===== src/rtl/prog_loader.sv =====
// rtl/prog_loader.sv - streams instruction words into instruction memory (IDLE/LOAD/DONE/ERR)
// Optional PROG_LOADER_CHECKSUM_EN: the word_last word is an XOR checksum, not a program word.
module prog_loader (
    input  logic        clk,
    input  logic        rst,
    input  logic        start,
    input  logic [15:0] word_in,
    input  logic        word_valid,
    input  logic        word_last,
    output logic        word_ready,
    output logic        wr_en,
    output logic [8:0]  wr_addr,
    output logic [15:0] wr_data,
    output logic [9:0]  word_count,
    output logic        fin_file,
    output logic        load_err
);

    typedef enum logic [1:0] {IDLE, LOAD, DONE, ERR} state_t;

    state_t state, state_nxt;
    logic   hs;
    logic   write_word;
    logic   at_limit;
    logic   restart;

    assign hs       = word_valid && word_ready;
    assign at_limit = (word_count == 10'd511);
    assign restart  = start && (state != LOAD);

`ifdef PROG_LOADER_CHECKSUM_EN
    logic [15:0] csum;
    logic        sum_ok;

    assign sum_ok     = (word_in == csum);
    assign write_word = hs && !word_last;

    always_ff @(posedge clk or negedge rst) begin
        if (!rst) begin
            csum <= 16'h0000;
        end else if (restart) begin
            csum <= 16'h0000;
        end else if (write_word) begin
            csum <= csum ^ word_in;
        end
    end
`else
    assign write_word = hs;
`endif

    always_comb begin
        state_nxt  = state;
        word_ready = 1'b0;
        fin_file   = 1'b0;
        load_err   = 1'b0;
        case (state)
            IDLE: begin
                if (start) state_nxt = LOAD;
            end
            LOAD: begin
                word_ready = 1'b1;
                if (hs) begin
                    if (word_last) begin
`ifdef PROG_LOADER_CHECKSUM_EN
                        state_nxt = sum_ok ? DONE : ERR;
`else
                        state_nxt = DONE;
`endif
                    end else if (at_limit) begin
                        // 512th word without last fills memory; stop rather than wrap
                        state_nxt = ERR;
                    end
                end
            end
            DONE: begin
                fin_file = 1'b1;
                if (start) state_nxt = LOAD;
            end
            ERR: begin
                load_err = 1'b1;
                if (start) state_nxt = LOAD;
            end
            default: state_nxt = IDLE;
        endcase
    end

    always_ff @(posedge clk or negedge rst) begin
        if (!rst) begin
            state      <= IDLE;
            wr_en      <= 1'b0;
            wr_addr    <= 9'd0;
            wr_data    <= 16'h0000;
            word_count <= 10'd0;
        end else begin
            state <= state_nxt;
            wr_en <= write_word;
            if (write_word) begin
                wr_addr    <= word_count[8:0];
                wr_data    <= word_in;
                word_count <= word_count + 10'd1;
            end else if (restart) begin
                word_count <= 10'd0;
            end
        end
    end

endmodule


===== config.mk =====
export PLATFORM = sky130hd
export DESIGN_NAME = prog_loader
export DESIGN_NICKNAME = d
export VERILOG_FILES = /design/src/rtl/prog_loader.sv
export SDC_FILE = /design/constraint.sdc
export NUM_CORES = 1
export LEC_CHECK = 0
export BUFFER_PORTS_ARGS = -buffer_cell sky130_fd_sc_hd__buf_2
export CORE_ASPECT_RATIO = 1.2
export CORE_UTILIZATION = 40
export CTS_CLUSTER_DIAMETER = 30
export DETAILED_ROUTE_END_ITERATION = 10
export PLACE_DENSITY = 0.76
export SYNTH_ARGS = -nofsm -noshare
export SYNTH_HDL_FRONTEND = slang
export SYNTH_SLANG_ARGS = --single-unit

===== constraint.sdc =====
create_clock -name clk -period 1.5 [get_ports clk]
set_input_delay 0.3 -clock clk [delete_from_list [all_inputs] [get_ports clk]]
set_output_delay 0.3 -clock clk [all_outputs]
set_load 0.005 [all_outputs]

# After elaboration in Yosys (flattened, before gate mapping)
# Index checks and enable logic that the tools add are counted.
[classes]
add_sub_neg = 1
mul = 0
div_mod_pow = 0
n_lt_le_gt_ge = 0
n_eq_ne = 8
shifts = 0
mux = 10
n_bitwise = 0
reduce_logical = 6
[op_table]
columns = ["cell", "count"]
rows = [
  ["$mux 10", 2],
  ["$add 10x1->10 const B", 1],
  ["$eq 10x9->1 const B", 1],
  ["$mux 2", 4],
  ["$eq 2x2->1 const B", 2],
  ["$ne 2x1->1 const B", 2],
  ["$pmux 2 s2", 1],
  ["$mux 1", 3],
  ["$ne 3x3->1 const B", 1],
  ["$reduce_and 3->1", 1],
  ["$reduce_or 3->1", 1],
  ["$eq 2x1->1 const B", 1],
  ["$logic_and 1x1->1", 2],
  ["$logic_not 2->1", 1],
  ["$ne 2x2->1 const B", 1],
  ["$reduce_bool 2->1", 1],
]
[word_totals]
ff_bits = 38
latch_bits = 0
ram_bits = 0
mem_bits_ro = 0
mem_count = 0

# Longest topological paths before layout
[logic_depth]
word_depth = 5
depth_mapped = 5

# Worst setup path after synthesis
# No wires, ideal clock.
[synth_timing]
kind = "reg-to-reg"
startpoint = "reg state[1]"
endpoint = "reg word_count[8]"
t_arrival_ps = 1111
t_required_ps = 1369
slack_ps = 258
path_stages_with_launch = 5
n_path_buf = 0
synth_period_minus_slack_ps = 1242
path_cell_list = "dfrtp_1 -> nand4b_2 -> nor4_2 -> xnor2_1 -> nor2_1"
[synth_via]
elab_chain_cells = 4
elab_cells_between_ends = 7
cone_classes = "eq/ne: 2; mux: 2; reduce/logical: 3"
[synth_rtl]
columns = ["element", "line", "source"]
rows = [
  ["from (decl)", "21", "state_t state, state_nxt;"],
  ["from (signal assigned)", "95", "state <= state_nxt;"],
  ["$eq 2x1->1", "56", "case (state)"],
  ["$mux 1", "56", ""],
  ["$logic_and 1x1->1", "27", "assign hs = word_valid && word_ready;"],
  ["$mux 10 / $reduce_bool 2->1 (equally long branches)", "n/a", ""],
  ["to (signal assigned)", "100", "word_count <= word_count + 10'd1;"],
  ["to (decl)", "14", "output logic [9:0] word_count,"],
]
# Several ways; a longest one is shown, not always the timed one.
# A chain may end at the register's enable or synchronous reset.

# Final worst setup path
[layout_timing]
startpoint = "reg state[1]"
endpoint = "out word_ready"
[layout_via]
elab_chain_cells = 2
[layout_rtl]
columns = ["element", "line", "source"]
rows = [
  ["$eq 2x1->1", "56", ""],
  ["$mux 1", "56", ""],
  ["to (decl)", "10", "output logic word_ready,"],
]
# No other way between the ends.

==> summary.md <==
| Metric | Value |
|---|---|
| Count leader, synth | `nand2_1` |
| Synth warn | `0` |
| Setup crit start kind | `register` |
| Top cells by count, synth | `81 x nand2_1, 38 x dfrtp_1, 8 x nor2_1` |
| Worst EP required | `around 1200 ps` |
| DRC viols | `0` |
| Clk buf depth | `2` |
| Final setup violation count | `0` |
| Library cells used by synthesis | `27` |
| Num rows | `24` |
| Critical path's slowest cell | `dfrtp_1` |
| Crit path largest cell delay | `around 430 ps` |
| CTS clk-pin slew, worst paths | `about 70 ps` |
| Max VDD drop | `roughly 0.6 mV` |
| Final nets | `about 260` |
| Core area | `3690 um^2` |
| Relative slew slack | `0.731` |
| Root buffer cell | `clkbuf_8` |
| Final GP Congestion | `0.783` |
| PortBufs | `a little under 60` |
| Leading register cell type out of synthesis | `dfrtp_1` |
| Post-CTS setup buffer count | `0` |
| Die span in y | `between 70 and 80 um` |
| Post-DR wirelength/cell | `11.0 um` |
| Largest net degree at the start of global routing | `30` |
| Sequential power share | `0.498` |
| Routed vias | `1332` |
| Setup_tns | `0 ps` |
| Mapped Area | `1560 um^2` |
| TritonCTS Buffers | `5` |
| Synth Instances | `168` |
| Asr flop ratio synth | `1.00` |
| Max FO, Critical Path | `6` |
| Status | `finished, final reports clean` |
| Antenna violations before repair | `0` |
| Cell taking the most area after synthesis | `dfrtp_1` |
| Ant diodes | `0` |
| Layout cells sized above 1 | `0.331` |
| Placed Cells | `approximately 280` |
| First-pass GRT wire length | `roughly 5600 um` |
| Top cell type's share of synthesized area | `0.608` |
| Layout area overhead | `32.3%` |
| Achievable clock frequency | `roughly 730 MHz` |
| Clk network pwr share | `0.272` |
| Via-per-instance ratio | `~4.6` |
| Synthesized area per cell | `about 9.3 um^2` |
| Critical Path End Type | `primary output` |
| Fin. max-slew vios | `0` |
| Crit path buf inv count | `2` |
| DRT Pass-1 Iters | `4` |
| Internal Power | `approximately 1900 uW` |
| CTS H-tree lvls | `2` |
| Grt total ovfl | `0` |
| Worst Max-Slew Pin Slew | `just over 400 ps` |
| Post-DP HPWL | `approximately 2300 um` |
| Largest delay contributor family on the critical path | `flip-flops` |
| CTS Sinks | `38` |
| CTS tree | `done` |
| Sequential element share of the synthesized area | `0.608` |
| Switching Fraction | `0.300` |
| Post-Route Skew | `~6.7 ps` |
| Die width | `between 50 and 60 um` |
| Worst-Skew Late Latency | `approximately 290 ps` |
| Total Wirelength | `between 3000 and 4000 um` |
| Tmin final | `roughly 1400 ps` |
| Endpoints failing hold | `0` |
| Syn_nets | `190` |
| Final worst path period share | `0.919` |
| Min-Delay Path Class | `in -> reg` |
| Count of maximum capacitance violations | `0` |
| Logic pwr share | `0.230` |
| Lkg Pwr | `about 0.0012 uW` |
| Antenna Nets Post-Route | `0` |
| Number of flops mapped to enable cells by yosys | `0` |
| Main area contributors after synthesis | `dfrtp_1 61%, nand2_1 19%, xnor2_1 2.2%, nor2_1 1.9%, o21ai_0 1.3%` |
| Critical path class | `reg -> out` |
| Power per Cell Area | `between 1000 and 1500 nW/um^2` |
| Crit path cell chain | `nand2b_4 > inv_1 > buf_2` |
| Effective utilization at floorplan | `0.423` |
| Io pins | `60` |
| GRT Total Usage | `0.180` |
| Yosys reg bits | `38` |
| Number of global-route vias before repair | `1232` |
| Die area | `approximately 4200 um^2` |
| RSZ-0062 raised after global routing | `no` |
| Sw Pwr | `~800 uW` |
| DR iter-0 viols | `just under 50` |
| Arr. time, crit path | `1080 ps` |
| Fin cells | `around 290` |
==> path summary, 6_finish.rpt <==
| check | start | endpoint | slack (ps) | depth (start not counted) |
|---|---|---|---|---|
| setup / recovery | state[1] | word_ready | 120 | 3 |
| hold / removal | word_last | state[0] | 190 | 2 |
| setup reg to reg | state[1] | word_count[8] | 130 | 4 |
| hold reg to reg | wr_addr[3] | wr_addr[3] | 470 | 2 |
| max in group asynchronous | rst | wr_data[2] | 570 | 3 |
| min in group asynchronous | rst | wr_addr[6] | 470 | 2 |
==> worst register-to-register path: stages (launching register included) <==
cell and delay [ps]:
dfrtp_1 430, nand4b_2 290, nor4_2 320, xnor2_1 160
nor2_1 50
==> registers in the layout, summed over array words and instances (netlist names) <==
signal / flops
word_count: 10
wr_data: 16
wr_en: 1
wr_addr: 9
state: 2
==> power by group through the flow <==
stage               Sequential [uW]  Combinational [uW]  Clock (uW)
global route                   1360                 714         799
floorplan                      1370                 267           0
detailed placement             1360                 620           0
CTS                            1330                 624         758
global placement               1340                 613           0
finish                         1330                 617         729
==> layer usage <==
layer	up-vias	GRT usage	share of wire
met5	-	0	0
met4	0	0.0556	0.0072
met3	2	0.0500	0.060
met1	613	0.239	0.47
li1	668	-	-
met2	49	0.283	0.46
==> through the flow <==
stage                     cell area, um^2  total power, uW   util  hold WS, ps  setup slack, ps
after floorplan                      1560             1640      -         4.41              258
after global placement               1950             1960  0.529          236              200
after detailed placement             1950             1970  0.529          242              157
after CTS                            2060             2720  0.558          180             45.5
after global routing                 2070             2870  0.560          187             14.8
final                                2070             2680  0.560          186              122
==> layout by cell type (no fill, tap or decap) <==
cell / Yosys / layout
mux2i_1: 1 / 1
nand3b_1: 1 / 1
buf_2: 3 / 59
buf_4: 0 / 5
inv_2: 1 / 1
nor3_1: 3 / 3
ha_1: 1 / 1
nand2b_4: 0 / 1
or3_1: 1 / 1
dfrtp_1: 38 / 38
nor4b_2: 1 / 1
inv_1: 2 / 2
nand4b_2: 1 / 1
o31ai_1: 1 / 1
dlygate4sd3_1: 0 / 1
a221o_1: 1 / 1
nand4_1: 3 / 3
xor2_1: 1 / 1
a21oi_1: 3 / 3
nand2_1: 81 / 81
buf_12: 0 / 1
nor2_1: 8 / 8
and2_1: 1 / 1
nand3_1: 1 / 1
o211ai_1: 1 / 1
nor2b_1: 1 / 1
nor4_2: 1 / 1
o21ai_0: 4 / 4
clkinvlp_4: 0 / 1
clkbuf_8: 0 / 6
clkinv_2: 0 / 1
xnor2_1: 4 / 4
==> what timing repair did <==
item                       in CTS  in global routing
hold endpoints to repair       15                  0
hold buffers                    1                  0
setup endpoints to repair       0                  1
gates resized for setup         0                  1
==> cell type report <==
class | instances | area, um^2
clock buffers | 6 | 82.6
clock inverters | 2 | 12.5
fillers | 355 | 1630
inverters | 3 | 11.3
multi-input cells | 121 | 582
flip-flops and latches | 38 | 951
well taps | 52 | 65.1
repair buffers | 66 | 363
==> cell families (layout without fill, tap and decap cells) <==
kind of cell | Yosys count | count (layout) | synth area share
buffers and inverters | 9 | 77 | 0.0240
AO/OA/AOI/OAI | 10 | 10 | 0.0384
multiplexers | 1 | 1 | 0.00641
XOR/XNOR | 5 | 5 | 0.0280
adder cells (fa/ha/maj) | 1 | 1 | 0.00801
flip-flops | 38 | 38 | 0.608
AND/OR/NAND/NOR | 104 | 104 | 0.287
(Power assumes the default switching activity.)
